<file path="config.mk">
export PLATFORM = sky130hd
export DESIGN_NAME = sync_edge_timestamp_fifo
export DESIGN_NICKNAME = d
export VERILOG_FILES = /design/src/rtl/sync_edge_timestamp_fifo.sv
export SDC_FILE = /design/constraint.sdc
export NUM_CORES = 1
export LEC_CHECK = 0
export CORE_AREA = 2 2 127 129
export CTS_CLUSTER_DIAMETER = 50
export DETAILED_ROUTE_END_ITERATION = 7
export DIE_AREA = 0 0 129 131
export DONT_BUFFER_PORTS = 1
export GPL_TIMING_DRIVEN = 0
export PLACE_DENSITY = 0.56
export RECOVER_POWER = 100
export SYNTH_ARGS = -nofsm -noshare
export SYNTH_HDL_FRONTEND = slang
export SYNTH_SLANG_ARGS = --single-unit
</file>
<file path="constraint.sdc">
create_clock -name clk -period 2.11 [get_ports clk]
set_input_delay 0.422 -clock clk [delete_from_list [all_inputs] [get_ports clk]]
set_output_delay 0.422 -clock clk [all_outputs]
set_load 0.03 [all_outputs]
</file>
<file path="src/rtl/sync_edge_timestamp_fifo.sv">
// -----------------------------------------------------------------------------
// sync_edge_timestamp_fifo
//
// Detects qualifying edges on an already-synchronized, debounced level and
// stamps each one with a free-running cycle counter. Events are queued in a
// small circular FIFO and presented first-word-fall-through on a valid/ready
// port. A sticky overflow flag and a saturating drop counter record events
// that arrived while the FIFO was full and not being drained.
//
// Ports:
//   clk            single clock, all logic on posedge
//   resn           asynchronous active-low reset
//   sync_in        synchronized level in the clk domain
//   enable         1 = capture qualifying edges, 0 = ignore edges (FIFO drains)
//   edge_sel       bit0 = capture rising edges, bit1 = capture falling edges
//   ts_clear       synchronous clear of the timestamp counter
//   evt_valid      FIFO head valid
//   evt_ready      consumer accepts head
//   evt_ts         head timestamp
//   evt_rising     head edge type, 1 = rising, 0 = falling
//   fifo_count     number of stored entries
//   overflow       sticky, an event was dropped
//   overflow_clear clears overflow and drop_count
//   drop_count     dropped events, saturates at 255
// -----------------------------------------------------------------------------
module sync_edge_timestamp_fifo #(
  parameter int   TS_WIDTH   = 16,
  parameter int   FIFO_DEPTH = 4,
  parameter logic INIT_LEVEL = 1'b0
) (
  input  logic                          clk,
  input  logic                          resn,
  input  logic                          sync_in,
  input  logic                          enable,
  input  logic [1:0]                    edge_sel,
  input  logic                          ts_clear,
  output logic                          evt_valid,
  input  logic                          evt_ready,
  output logic [TS_WIDTH-1:0]           evt_ts,
  output logic                          evt_rising,
  output logic [$clog2(FIFO_DEPTH):0]   fifo_count,
  output logic                          overflow,
  input  logic                          overflow_clear,
  output logic [7:0]                    drop_count
);

  localparam int PW = $clog2(FIFO_DEPTH);
  localparam int CW = PW + 1;
  localparam logic [CW-1:0] DEPTH_C = CW'(FIFO_DEPTH);

  logic                prev_q;
  logic [TS_WIDTH-1:0] ts_q;
  logic [TS_WIDTH-1:0] mem_ts   [FIFO_DEPTH];
  logic                mem_rise [FIFO_DEPTH];
  logic [PW-1:0]       rd_ptr;
  logic [PW-1:0]       wr_ptr;
  logic [CW-1:0]       count_q;
  logic                overflow_q;
  logic [7:0]          drop_q;

  logic rise;
  logic fall;
  logic evt_qual;
  logic full;
  logic pop;
  logic push;
  logic drop;

  // Edge detection against the previous-cycle level
  assign rise     = sync_in & ~prev_q;
  assign fall     = ~sync_in & prev_q;
  assign evt_qual = enable & ((rise & edge_sel[0]) | (fall & edge_sel[1]));

  assign full = (count_q == DEPTH_C);
  assign pop  = evt_valid & evt_ready;
  // A pop in the same cycle frees the slot, so a full FIFO still accepts
  assign push = evt_qual & (~full | pop);
  assign drop = evt_qual & full & ~pop;

  // Outputs decoded from registers only; head follows rd_ptr with no bubble
  assign evt_valid  = (count_q != '0);
  assign evt_ts     = mem_ts[rd_ptr];
  assign evt_rising = mem_rise[rd_ptr];
  assign fifo_count = count_q;
  assign overflow   = overflow_q;
  assign drop_count = drop_q;

  always_ff @(posedge clk or negedge resn) begin
    if (!resn) begin
      prev_q <= INIT_LEVEL;
      ts_q   <= '0;
    end else begin
      prev_q <= sync_in;
      if (ts_clear) begin
        ts_q <= '0;
      end else begin
        ts_q <= ts_q + TS_WIDTH'(1);
      end
    end
  end

  always_ff @(posedge clk or negedge resn) begin
    if (!resn) begin
      for (int i = 0; i < FIFO_DEPTH; i++) begin
        mem_ts[i]   <= '0;
        mem_rise[i] <= 1'b0;
      end
      rd_ptr  <= '0;
      wr_ptr  <= '0;
      count_q <= '0;
    end else begin
      if (push) begin
        mem_ts[wr_ptr]   <= ts_q;
        mem_rise[wr_ptr] <= rise;
        wr_ptr           <= wr_ptr + PW'(1);
      end
      if (pop) begin
        rd_ptr <= rd_ptr + PW'(1);
      end
      if (push && !pop) begin
        count_q <= count_q + CW'(1);
      end else if (pop && !push) begin
        count_q <= count_q - CW'(1);
      end
    end
  end

  // A drop in the same cycle as overflow_clear wins and counts as the first
  always_ff @(posedge clk or negedge resn) begin
    if (!resn) begin
      overflow_q <= 1'b0;
      drop_q     <= '0;
    end else if (drop) begin
      overflow_q <= 1'b1;
      if (overflow_clear) begin
        drop_q <= 8'd1;
      end else if (drop_q != 8'hFF) begin
        drop_q <= drop_q + 8'd1;
      end
    end else if (overflow_clear) begin
      overflow_q <= 1'b0;
      drop_q     <= '0;
    end
  end

endmodule
</file>
# After elaboration in Yosys (flattened, before gate mapping)
# Index checks and enable logic that the tools add are counted.
[totals]
regBits = 101
latch_bits = 0
mem_bits_rw = 0
romBits = 0
in_bits = 9
out_inout_bits = 30
elab_cells = 74
mem_count = 0
[classes]
n_addsub = 6
n_mul = 0
div_mod_pow = 0
n_lt_le_gt_ge = 3
eq_ne = 2
shifts = 0
muxes = 21
bitwise = 17
n_reduce_logical = 10
[ops]
columns = ["operator", "count"]
rows = [
  ["$bwmux 64", 1],
  ["$mux 16", 4],
  ["$bmux 16 s2", 1],
  ["$demux 16 s2", 1],
  ["$mux 8", 4],
  ["$add 16x1->16 const B", 1],
  ["$and 1x1->1", 9],
  ["$add 8x1->8 const B", 1],
  ["$ne 8x8->1 const B", 1],
  ["$ge 3x3->1 const B", 2],
  ["$mux 3", 2],
  ["$not 2->3", 2],
  ["$reduce_bool 2->1", 3],
  ["$mux 1", 5],
  ["$add 2x1->2 const B", 2],
  ["$bwmux 4", 1],
  ["$not 1->1", 4],
  ["$add 3x1->3 const B", 1],
  ["$eq 3x3->1 const B", 1],
  ["$logic_and 1x1->1", 3],
  ["$lt 3x1->1 const B", 1],
  ["$reduce_bool 3->1", 1],
  ["$sub 3x1->3 const B", 1],
  ["$bmux 1 s2", 1],
  ["other kinds (4)", 6],
]

# Depth between registers and ports, before layout
# Gate-level depths: netlist of the first run.
[depth]
word_depth = 10
mapped_depth = 9
depth_no_buf = 8

# Worst setup path before layout of the first run
# Ideal clock, no wire load.
[synth_path]
path_type = "register -> register"
startpoint = "reg count_q[0], in the netlist fifo_count[0]"
endpoint = "reg count_q[1], in the netlist fifo_count[1]"
setup_time_ns = 0.125
arrival_ns = 2.246
required_ns = 1.985
setup_slack_ns = -0.261
path_stages_with_launch = 8
path_buffers = 1
period_less_slack_ns = 2.371
path_cell_list = "dfrtp_1 -> or4b_1 -> buf_2 -> o21a_1 -> ha_1 -> inv_1 -> fa_1 -> mux2_2"
[synth_via]
elab_chain_cells = 7
elab_cells_between_ends = 15
cone_classes = "add/sub: 2; eq/ne: 1; mux: 2; bitwise: 4; reduce/logical: 6"
[synth_lines]
columns = ["item", "line_no", "source"]
rows = [
  ["from (decl)", "57", "logic [CW-1:0] count_q;"],
  ["from (signal assigned)", "121", "count_q <= count_q + CW'(1);"],
  ["from (signal assigned)", "123", "count_q <= count_q - CW'(1);"],
  ["$reduce_bool 3->1 / $eq 3x3->1 (equally long branches)", "81, 74", ""],
  ["$and 1x1->1 / $not 1->1 (equally long branches)", "75, 77", ""],
  ["$or 1x1->1 *", "77", "assign push = evt_qual & (~full | pop);"],
  ["$and 1x1->1 *", "77", ""],
  ["net push", "66", "logic push;"],
  ["$logic_not 1->1", "122", "end else if (pop && !push) begin"],
  ["$logic_and 1x1->1", "122", ""],
  ["$reduce_bool 2->1 (no line)", "n/a", ""],
]
# Mark *: on every way through the listed nets, which the timed path passes. The rest lies on a longest branch. The select of a mux whose other input is x is not followed.
# A chain may end at the register's enable or synchronous reset.

# Worst setup path in the final report of the first run
# Ends and elaborated chain as after synthesis.

==> impl_metrics.json, run 1 <==
{
  "max_cap_violations": 0,
  "die_area_um2": 16900,
  "drive_above_1_share": 0.394,
  "maxClockFrequency_ghz": 0.445,
  "area.growth.synth_to_final_pct": 26.8,
  "clock_latency_ns": 0.35,
  "critical_path_arrival_ns": 2.48,
  "timing.final.crit_share": 1.06,
  "cts.clk_slew.worst_paths_ns": 0.07,
  "detailedPlacementHpwl_um": 6370,
  "global_route.usage.met2": 0.215,
  "timing.reg2reg.setup_slack_ns": -0.14,
  "violations": "negative hold slack, negative setup slack",
  "worstSetupStartpointType": "register",
  "overflow": 0,
  "htreeDepth": 3,
  "viasPerCell": 4.73,
  "dpl.cell_count": 567,
  "nets": 400,
  "setup.worst_path.class": "register to register",
  "drtAntennaViolNets": 0,
  "ys_types": 36,
  "cts_buffer_depth": 2,
  "synth.net_count": 368,
  "cellLeakagePower_nw": 2.64,
  "synth-seq-cells": 101,
  "wire_per_inst_um": 16.8,
  "post_synthesis_mean_instance_area_um2": 13.1,
  "met1_usage": 0.163,
  "grt_pass1_vias": 3092,
  "r2r_cells": 6,
  "dr_total_vias": 2858,
  "finalSetupViolations": 4,
  "grt_util_all_layers": 0.129,
  "final.setup_skew_ns": 0.00805,
  "grt_pass1_wl_um": 16700,
  "crit_path_max_fanout": 5,
  "timing.hold.worst.class": "input port to async pin",
  "final-hold-violation-count": 101,
  "grt.met3_usage": 0.0273,
  "ctsRootBufferMaster": "sky130_fd_sc_hd__clkbuf_16",
  "rsz0062_at_grt": "true",
  "grt_start_max_net_pins": 102,
  "cts_num_sinks": 101,
  "syn_area_um2": 4590,
  "place_congestion": 0.741,
  "yosysSeqAreaShare": 0.550,
  "cts_tree": "done",
  "syn-instance-count": 351,
  "grt_busiest_layer": "met2",
  "dieWidth_um": 129,
  "finalWorstSetupSlack_ns": -0.135,
  "coreArea_um2": 15600,
  "worst_setup_path_end_kind": "register",
  "drt-initial-drc-count": 113,
  "grt_antenna_before_repair": 0,
  "detail_route.first_pass.iterations": 3,
  "tightestPinTransition_ns": 0.497,
  "finalWorstPathRequiredPeriod_ns": 2.25,
  "top_cell_type_by_total_area_after_synthesis": "sky130_fd_sc_hd__dfrtp_1",
  "dp_slack_ns": -0.335,
  "finalNonFillerCells": 604,
  "critPathRequiredTime_ns": 2.35,
  "finalHoldWorstSlack_ns": -0.238,
  "result_of_the_run": "complete, but fails checks",
  "timing.final.max_slew_violations": 0,
  "yosys_warnings": 0,
  "antennaDiodeCount": 0,
  "boundaryPins": 39,
  "critical_path.reg2reg.startpoint": "fifo_count[0]",
  "chipHeight_um": 131,
  "port-buffer-count": 0,
  "critical_register_to_register_path_endpoint": "fifo_count[1]",
  "wl_um": 10100,
  "post-synth-top-area-fraction": 0.550,
  "floorplan.initialDensity": 0.295,
  "relSlewSlack": 0.669,
  "placement_rows": 46,
  "power_density_normalized_to_cell_area_nw_per_um2": 917,
  "drcViolationCount": 0,
  "vdd.ir_drop.worst_uv": 621,
  "synth.top_cells.by_area": "sky130_fd_sc_hd__dfrtp_1 (55%), sky130_fd_sc_hd__mux2_2 (14%), sky130_fd_sc_hd__mux4_2 (8.3%)",
  "tritoncts.num_buffers": 9
}
-- cell usage after synthesis (all sizes together) --
library cell,n
o211ai,4
mux4,17
o31a,1
o31ai,2
xnor2,12
buf,14
nand4,4
mux2i,1
o21a,1
mux2,57
a21oi,5
o221ai,1
dfrtp,101
clkbuf,10
or3,6
a211oi,2
nand2,24
or4,2
nor2,14
fa,1
or4b,1
xor2,4
o21bai,1
o21ai,18
nor2b,1
nor4,6
and4b,2
inv,11
or2,1
o41ai,2
nand2b,2
nand3,9
o311ai,2
ha,7
nor3,5
-- critical path, stage by stage (launching register included) --
cell                      delay (ns)
sky130_fd_sc_hd__dfrtp_2        0.51
sky130_fd_sc_hd__or4b_4         0.58
sky130_fd_sc_hd__o21a_4         0.15
sky130_fd_sc_hd__ha_4           0.16
sky130_fd_sc_hd__inv_2          0.05
sky130_fd_sc_hd__fa_1           0.41
sky130_fd_sc_hd__mux2_4         0.28
-- through the flow --
step / hold WS (ns) / total power [W] / utilization / area, um2 / TNS [ns]
after floorplan: 0.126 / 0.00325 / - / 4600 / -0.354
after global placement: 0.131 / 0.00346 / 0.312 / 4870 / -4.21
after detailed placement: 0.131 / 0.00351 / 0.312 / 4870 / -5.58
after CTS: -0.251 / 0.00536 / 0.360 / 5620 / -3.79
after global routing: -0.249 / 0.00561 / 0.374 / 5830 / -2.34
final: -0.238 / 0.00535 / 0.374 / 5830 / -0.281
-- registers in the layout, indices dropped and copies added (netlist names) --
name	flops
fifo_count	3
rd_ptr	2
mem_ts	64
mem_rise	4
prev_q	1
drop_count	8
wr_ptr	2
ts_q	16
overflow	1
-- area by class of cell --
type | count | area (um2)
Multi-Input combinational cell | 215 | 2310
Clock buffer | 11 | 233
Fill cell | 1482 | 9770
Timing Repair Buffer | 24 | 228
Clock inverter | 5 | 37.5
Buffer | 21 | 179
Sequential cell | 101 | 2530
Inverter | 11 | 41.3
Tap cell | 216 | 270
-- logic make-up (layout without fill, tap and decap cells) --
kind of cell / count (synthesis) / count (layout) / synth area share
AO/OA/AOI/OAI: 39 / 39 / 0.0553
AND/OR/NAND/NOR: 77 / 77 / 0.0833
XOR/XNOR: 16 / 16 / 0.0305
multiplexers: 75 / 75 / 0.225
flip-flops: 101 / 101 / 0.550
adder cells (fa/ha/maj): 8 / 8 / 0.0234
buffers and inverters: 35 / 72 / 0.0321
-- layout by cell type, fill, tap and decap left out, types with 5 or more instances in the layout --
cell type	count
sky130_fd_sc_hd__ha_1	6
sky130_fd_sc_hd__mux2_4	52
sky130_fd_sc_hd__mux2_2	5
sky130_fd_sc_hd__buf_6	12
sky130_fd_sc_hd__clkbuf_16	9
sky130_fd_sc_hd__mux4_2	17
sky130_fd_sc_hd__clkbuf_1	9
sky130_fd_sc_hd__or3_1	5
sky130_fd_sc_hd__o21ai_0	18
sky130_fd_sc_hd__inv_1	10
sky130_fd_sc_hd__dfrtp_1	97
sky130_fd_sc_hd__nand3_1	8
sky130_fd_sc_hd__nor2_1	13
sky130_fd_sc_hd__xnor2_1	12
sky130_fd_sc_hd__buf_4	19
sky130_fd_sc_hd__nand2_1	23
-- worst max path at each step --
stage / cells after the start / slack, ns / to / from
finish: 6 / -0.14 / fifo_count[1] / fifo_count[0]
global route: 6 / -0.18 / fifo_count[1] / fifo_count[0]
CTS: 7 / -0.24 / fifo_count[1] / fifo_count[0]
detailed placement: 3 / -0.34 / evt_ts[13] / rd_ptr[1]
global placement: 3 / -0.29 / evt_ts[7] / rd_ptr[1]
floorplan: 7 / -0.18 / fifo_count[1] / fifo_count[0]
-- where the power goes --
group	leakage, nW	switching (W)	total, W	internal [W]
logic	1.14	0.000637	0.00137	0.000730
clock network	0.126	0.000737	0.00154	0.000803
registers	1.37	0.000273	0.00244	0.00216
-- routing by layer --
layer	up-vias	wire length (um)	share of wire
met5	-	0	0
met4	0	214	0.021
met3	16	308	0.030
met2	39	4990	0.49
met1	1481	4630	0.46
li1	1322	-	-
-- timing repair --
item / in CTS / in global routing
endpoints found under the hold margin: 101 / 101
setup endpoints to repair: 66 / 75
gates resized for setup: 99 / 24
buffers inserted: 13 / 11
pin swaps: 15 / 11
Note: power is estimated with default switching activity, not from simulation.
==> run 2, diff against run 1 <==
- RECOVER_POWER: 100 -> unset
==> run 2 against run 1 <==
Effect of this change: the run still ends with negative hold slack, negative setup slack left; via count unchanged; global-route usage unchanged; first-iteration DRC count unchanged; wire length unchanged; non-clock buffer count unchanged; core utilization about the same; maximum frequency unchanged; sequential cell count unchanged; total power about the same; cell count unchanged.
==> impl_metrics.json, run 2 (synthesis results as in run 1) <==
{
  "overflow": 0,
  "result_of_the_run": "complete, but fails checks",
  "largest-register": "mem_ts",
  "grt_util_all_layers": 0.129,
  "nets": 400,
  "placement_rows": 46,
  "detail_route.first_pass.iterations": 3,
  "final_design_area_no_fill_um2": 5830,
  "timing.setup.tns_ns": -0.281,
  "vdd.ir_drop.worst_uv": 621,
  "worst_setup_path_end_kind": "register",
  "critical_path_arrival_ns": 2.48,
  "detailedPlacementHpwl_um": 6370,
  "placement.cell_area_um2": 4870,
  "timing.final.crit_share": 1.06,
  "dieWidth_um": 129,
  "max_cap_violations": 0,
  "area.growth.synth_to_final_pct": 26.9,
  "drive_above_1_share": 0.397,
  "setup.worst_path.class": "register to register",
  "port-buffer-count": 0,
  "largest_reg_flops": 64,
  "post-route-util": 0.374,
  "met1_usage": 0.163,
  "clock_latency_ns": 0.35,
  "finalHoldWorstSlack_ns": -0.238,
  "cts.clk_slew.worst_paths_ns": 0.07,
  "tightestPinTransition_ns": 0.497,
  "chipHeight_um": 131,
  "final-hold-violation-count": 101,
  "most-common-layout-cells": "sky130_fd_sc_hd__dfrtp_1 (96), sky130_fd_sc_hd__mux2_4 (52), sky130_fd_sc_hd__nand2_1 (23)",
  "place_congestion": 0.741,
  "violations": "negative hold slack, negative setup slack",
  "drcViolationCount": 0,
  "mostFrequentLayoutCell": "sky130_fd_sc_hd__dfrtp_1",
  "coreArea_um2": 15600,
  "antennaDiodeCount": 0,
  "htreeDepth": 3,
  "cts_tree": "done",
  "tritoncts.num_buffers": 9,
  "grt_antenna_before_repair": 0,
  "boundaryPins": 39,
  "wl_um": 10100,
  "power_density_normalized_to_cell_area_nw_per_um2": 917,
  "grt.met3_usage": 0.0273,
  "finalWorstSetupSlack_ns": -0.135,
  "drt-initial-drc-count": 113,
  "cellLeakagePower_nw": 2.64,
  "finalSetupViolations": 4,
  "cts_buffer_depth": 2,
  "wire_per_inst_um": 16.8,
  "relSlewSlack": 0.669,
  "viasPerCell": 4.73,
  "timing.hold.worst.class": "input port to async pin",
  "grt_busiest_layer": "met2",
  "global_route.usage.met2": 0.215,
  "grt_pass1_wl_um": 16700,
  "rsz0062_at_grt": "true",
  "crit_path_max_fanout": 5,
  "grt_pass1_vias": 3092,
  "drtAntennaViolNets": 0,
  "final.setup_skew_ns": 0.00805,
  "floorplan.initialDensity": 0.295,
  "critPathRequiredTime_ns": 2.35,
  "timing.final.max_slew_violations": 0,
  "worstSetupStartpointType": "register",
  "dr_total_vias": 2858,
  "finalWorstPathRequiredPeriod_ns": 2.25,
  "grt_start_max_net_pins": 102,
  "ctsRootBufferMaster": "sky130_fd_sc_hd__clkbuf_16",
  "maxClockFrequency_ghz": 0.445,
  "power.total_w": 0.00535,
  "cts_num_sinks": 101,
  "die_area_um2": 16900
}
==> run 2: cell counts in the layout (fill, tap and decap cells not counted) <==
Identical to the previous run, type by type.
==> run 2: metal layers <==
metal | wire length, um | up-vias
li1 | - | 1322
met1 | 4630 | 1481
met2 | 4990 | 39
met3 | 308 | 16
met4 | 214 | 0
met5 | 0 | -
==> run 2: final timing paths <==
path	from	to	slack, ns	cells after the start
worst min-delay path	resn	mem_ts[37]	-0.24	0
worst max-delay path	fifo_count[0]	fifo_count[1]	-0.14	6
worst min register to register	mem_rise[1]	mem_rise[1]	0.48	2
max in group asynchronous	resn	drop_count[0]	2.18	0
worst max register to register	fifo_count[0]	fifo_count[1]	-0.14	6
min in group clk	sync_in	prev_q	0.09	0
==> run 2: final cells by class <==
| type | instances | area [um2] |
|---|---|---|
| well taps | 216 | 270 |
| flip-flops and latches | 101 | 2530 |
| clock inverters | 5 | 37.5 |
| multi-input cells | 215 | 2310 |
| inverters | 11 | 41.3 |
| clock buffers | 11 | 233 |
| plain buffers | 21 | 179 |
| fillers | 1484 | 9770 |
| repair buffers | 24 | 228 |
==> run 2: report_power, final <==
group	total, W	leakage, nW	internal, W	switching (W)
Combinational	0.00137	1.14	0.000730	0.000637
Sequential	0.00244	1.37	0.00217	0.000273
Clock	0.00154	0.126	0.000803	0.000737
==> run 2: timing repair <==
action | 4_1_cts | 5_1_grt
hold endpoints to repair | 101 | 101
resized for setup | 99 | 24
pin swaps | 15 | 11
setup buffers | 13 | 11
setup endpoints to repair | 66 | 75
==> run 2: worst max-delay path, cell delays in order, from the launching register on <==
cell and delay, ns:
sky130_fd_sc_hd__dfrtp_2 0.51, sky130_fd_sc_hd__or4b_4 0.58, sky130_fd_sc_hd__o21a_4 0.15, sky130_fd_sc_hd__ha_4 0.16, sky130_fd_sc_hd__inv_2 0.05, sky130_fd_sc_hd__fa_1 0.41
sky130_fd_sc_hd__mux2_4 0.28
==> run 2: per-stage QoR <==
stage,cells,setup slack (ns)
global route,604,-0.184
finish,604,-0.135
detailed placement,567,-0.335
global placement,567,-0.293
floorplan,351,-0.181
CTS,594,-0.244
==> run 3, diff against run 2 <==
- CORE_AREA: 2 2 127 129 -> 5 5 130 132
- DIE_AREA: 0 0 129 131 -> 0 0 135 137
==> run 3 against run 2 <==
Effect of this change: the run still ends with negative hold slack, negative setup slack left; sequential share of layout area rose by 0.58 points; maximum frequency rose by 0.97%; critical path depth did not move.
==> impl_metrics.json, run 3 (synthesis results as in run 1) <==
{
  "result_of_the_run": "complete, but fails checks",
  "violations": "negative hold slack, negative setup slack",
  "wl_um": 10400,
  "cts.clk_slew.worst_paths_ns": 0.06,
  "floorplan.initialDensity": 0.295,
  "ctsRootBufferMaster": "sky130_fd_sc_hd__clkbuf_16",
  "area.growth.synth_to_final_pct": 25.1,
  "finalNonFillerCells": 600,
  "chipHeight_um": 137,
  "cts_buffer_depth": 2,
  "overflow": 0,
  "critical_path_arrival_ns": 2.45,
  "max_cap_violations": 0,
  "finalWorstSetupSlack_ns": -0.114,
  "crit_path_max_fanout": 5,
  "timing.final.crit_share": 1.05,
  "crit_path_start": "fifo_count[0]",
  "most-common-layout-cells": "sky130_fd_sc_hd__dfrtp_1 (97), sky130_fd_sc_hd__mux2_4 (52), sky130_fd_sc_hd__nand2_1 (23)",
  "power_density_normalized_to_cell_area_nw_per_um2": 949,
  "dieWidth_um": 135,
  "detailedPlacementHpwl_um": 6510,
  "finalHoldWorstSlack_ns": -0.229,
  "grt_pass1_vias": 3044,
  "drtAntennaViolNets": 0,
  "port-buffer-count": 0,
  "finalSetupViolations": 59,
  "die_area_um2": 18500,
  "final-hold-violation-count": 101,
  "dpl.cell_count": 567,
  "maxClockFrequency_ghz": 0.450,
  "coreArea_um2": 15600,
  "grt_pass1_wl_um": 16200,
  "placement.cell_area_um2": 4870,
  "post-route-util": 0.369,
  "critical_path.reg2reg.startpoint": "fifo_count[0]",
  "cts_tree": "done",
  "tritoncts.num_buffers": 9,
  "cellLeakagePower_nw": 2.63,
  "final.setup_skew_ns": 0.00914,
  "grt_start_max_net_pins": 102,
  "wire_per_inst_um": 17.3,
  "drive_above_1_share": 0.378,
  "worst_setup_path_end_kind": "register",
  "critPathRequiredTime_ns": 2.34,
  "grt_util_all_layers": 0.114,
  "largest-register": "mem_ts",
  "clock_latency_ns": 0.35,
  "cts_num_sinks": 101,
  "tightestPinTransition_ns": 0.512,
  "drcViolationCount": 0,
  "relSlewSlack": 0.659,
  "antennaDiodeCount": 0,
  "rsz0062_at_grt": "true",
  "htreeDepth": 3,
  "dr_total_vias": 2880,
  "timing.final.max_slew_violations": 0,
  "place_congestion": 0.767,
  "detail_route.first_pass.iterations": 4,
  "boundaryPins": 39,
  "largest_reg_flops": 64,
  "setup.worst_path.class": "register to register",
  "placement_rows": 46,
  "final_design_area_no_fill_um2": 5750,
  "mostFrequentLayoutCell": "sky130_fd_sc_hd__dfrtp_1",
  "timing.setup.tns_ns": -3.53,
  "nets": 396,
  "worstSetupStartpointType": "register",
  "drt-initial-drc-count": 132,
  "grt_antenna_before_repair": 0,
  "vdd.ir_drop.worst_uv": 571,
  "timing.hold.worst.class": "input port to async pin",
  "viasPerCell": 4.80,
  "finalWorstPathRequiredPeriod_ns": 2.22
}
## run 3: final timing paths
check	to	slack (ns)	depth (start not counted)
max	fifo_count[1]	-0.11	6
min	mem_ts[37]	-0.23	0
max reg2reg	fifo_count[1]	-0.11	6
min reg2reg	mem_rise[1]	0.49	2
max in group asynchronous	fifo_count[1]	2.20	0
min in group clk	prev_q	0.10	0
## run 3: cell type report
type / count / area (um2)
Multi-Input combinational cell: 215 / 2250
Clock buffer: 12 / 246
Buffer: 21 / 176
Timing Repair Buffer: 20 / 180
Fill cell: 1484 / 9850
Tap cell: 216 / 270
Clock inverter: 4 / 55.1
Sequential cell: 101 / 2530
Inverter: 11 / 41.3
## run 3: layer usage
metal,wire (um),GRT usage,part of all wire
met5,0,0,0
met4,81,0.0319,0.0078
met3,494,0.0474,0.048
met2,5170,0.187,0.50
met1,4640,0.139,0.45
## run 3: stage by stage
step           setup WS [ns]  power, W
6_report              -0.114   0.00546
5_1_grt               -0.170   0.00573
4_1_cts               -0.209   0.00548
3_5_place_dp          -0.371   0.00352
3_3_place_gp          -0.346   0.00346
2_1_floorplan         -0.181   0.00325
## run 3: repair_timing
item | CTS | global route
pin swaps | 5 | 10
cloned | 0 | 1
resized for setup | 78 | 27
hold endpoints to repair | 101 | 101
setup endpoints to repair | 65 | 66
buffers inserted | 4 | 15
## run 3: worst max-delay path, cell delays in order, from the launching register on
cell	delay [ns]
sky130_fd_sc_hd__dfrtp_2	0.51
sky130_fd_sc_hd__or4b_4	0.56
sky130_fd_sc_hd__o21a_4	0.15
sky130_fd_sc_hd__ha_4	0.16
sky130_fd_sc_hd__inv_2	0.05
sky130_fd_sc_hd__fa_1	0.41
sky130_fd_sc_hd__mux2_2	0.27
## run 3: report_power, final
| group | switching (W) | internal, W |
|---|---|---|
| registers | 0.000239 | 0.00217 |
| clock network | 0.000718 | 0.000959 |
| logic | 0.000664 | 0.000710 |
==> variant 1, RTL diff (flow settings as in run 2) <==
`INIT_LEVEL`: 1'b0 -> 1'b1.
--- a/src/rtl/sync_edge_timestamp_fifo.sv
+++ b/src/rtl/sync_edge_timestamp_fifo.sv
@@ -28,3 +28,3 @@
   parameter int   FIFO_DEPTH = 4,
-  parameter logic INIT_LEVEL = 1'b0
+  parameter logic INIT_LEVEL = 1'b1
 ) (
Check against the original RTL: not equivalent (a bounded check fails within 4 cycles, from zero or initial values).
==> variant 1 against run 2 <==
  * The run still ends with negative hold slack, negative setup slack left
  * Setup slack got worse by 0.0043 ns
  * Area after synthesis barely moved
  * Total power up 2.0%
  * First-iteration DRC count increased by 8.0%
  * Final area is 1.7% lower
  * Sequential cell count stayed put
  * Routed wire length rose by 0.79%
  * Critical endpoint unchanged
  * Largest cell class unchanged
==> variant 1: results (changes against run 2) <==
\begin{tabular}{lr}
\hline
Metric & Value \\
\hline
\multicolumn{2}{l}{\textbf{Place}} \\
\quad Half-perimeter wire length after placement & 6300 µm (was 6370 µm) \\
\quad RD Place Congestion & 0.753 (was 0.741) \\
\quad Pre-CTS worst setup slack & -0.360 ns (was -0.335 ns) \\
\multicolumn{2}{l}{\textbf{Logic synthesis}} \\
\quad Top post-synthesis cells by count & sky130\_fd\_sc\_hd\_\_dfrtp\_1, sky130\_fd\_sc\_hd\_\_mux2\_2, sky130\_fd\_sc\_hd\_\_nand2\_1 (unchanged) \\
\quad Leading post-synthesis cells by cell area & sky130\_fd\_sc\_hd\_\_dfrtp\_1, sky130\_fd\_sc\_hd\_\_mux2\_2, sky130\_fd\_sc\_hd\_\_mux4\_2 (unchanged) \\
\multicolumn{2}{l}{\textbf{Finish}} \\
\quad Layout Nets & 393 (was 400) \\
\quad Fill count & 1505 (was 1484) \\
\quad Layout cells sized above 1 & 38.1\% (was 39.7\%) \\
\multicolumn{2}{l}{\textbf{Run status}} \\
\quad Outcome & finished with violations (unchanged) \\
\quad Failing checks & negative hold slack, negative setup slack (unchanged) \\
\multicolumn{2}{l}{\textbf{Power}} \\
\quad Seq power & 2.40 mW (was 2.44 mW) \\
\quad Clk pwr & 1.58 mW (was 1.54 mW) \\
\multicolumn{2}{l}{\textbf{Routing}} \\
\quad Violation count after the first detailed-route iteration & 122 (was 113) \\
\quad First-pass iteration count of the detailed router & 4 (was 3) \\
\quad Detailed Route WL & 10200 µm (was 10100 µm) \\
\quad Detailed-routed wire length on met3 & 359 µm (was 308 µm) \\
\quad Length of routed met2 wiring & 4830 µm (was 4990 µm) \\
\quad M1 WL & 4820 µm (was 4630 µm) \\
\quad DR vias/cell & 4.83 (was 4.73) \\
\multicolumn{2}{l}{\textbf{Timing}} \\
\quad Clock Skews & 0.00901 ns (was 0.00805 ns) \\
\quad Hold violation total from the final report & 101 (unchanged) \\
\quad Number of setup violations in the final report & 4 (unchanged) \\
\quad Slew at the pin closest to its max-slew limit & 0.505 ns (was 0.497 ns) \\
\quad Minimum hold slack & -0.238 ns (about the same) \\
\quad Final worst setup slack & -0.140 ns (was -0.135 ns) \\
\multicolumn{2}{l}{\textbf{GRT}} \\
\quad Wire length of the first global-routing pass & 16800 µm (was 16700 µm) \\
\quad Via count of the first global-routing pass & 3042 (was 3092) \\
\hline
\end{tabular}
[variant 1: routing by layer]
metal / GRT usage (%) / vias to the layer above
met4: 6.01 / 0
met2: 20.4 / 41
met3: 3.05 / 14
li1: - / 1309
met1: 17.6 / 1520
met5: 0 / -
[variant 1: through the flow]
step                std cells  instance area (µm²)  utilization, %  setup TNS (ns)  total power, mW
CTS                       592                 5580            35.8           -2.63             5.42
global placement          567                 4870            31.2           -4.20             3.46
finish                    597                 5730            36.7          -0.232             5.45
detailed placement        567                 4870            31.2           -5.38             3.51
floorplan                 351                 4600               -          -0.354             3.25
global route              597                 5730            36.7           -1.59             5.72
[variant 1: worst paths after layout]
path / end / cells after the start
max in group asynchronous: prev_q / 0
max reg2reg: fifo_count[1] / 6
min in group clk: prev_q / 0
min: mem_ts[35] / 0
min reg2reg: mem_ts[39] / 2
max: fifo_count[1] / 6
[variant 1: logic make-up (layout without fill, tap and decap cells)]
kind of cell	count (synthesis)	in the layout	synth area share, %
muxes	75	75	22.5
adders and majority gates	8	8	2.34
AOI/OAI and AO/OA	39	39	5.53
and+or+nand+nor	77	77	8.33
buffers and inverters	35	65	3.21
xor gates and xnor gates	16	16	3.05
DFF	101	101	55.0
[variant 1: what timing repair did]
action                                 CTS  global route
gates cloned                             2             1
pin swaps                               12             8
endpoints found under the hold margin  101           101
setup buffers                            8             6
setup endpoints to repair               66            74
gates resized for setup                 86            16
[variant 1: layout make-up]
cell class | instances | share of cell area, %
plain buffers | 21 | 3.08
inverters | 11 | 0.720
flip-flops and latches | 101 | 44.2
multi-input cells | 215 | 38.9
clock inverters | 5 | 0.655
well taps | 216 | 4.72
clock buffers | 11 | 4.23
repair buffers | 17 | 3.49
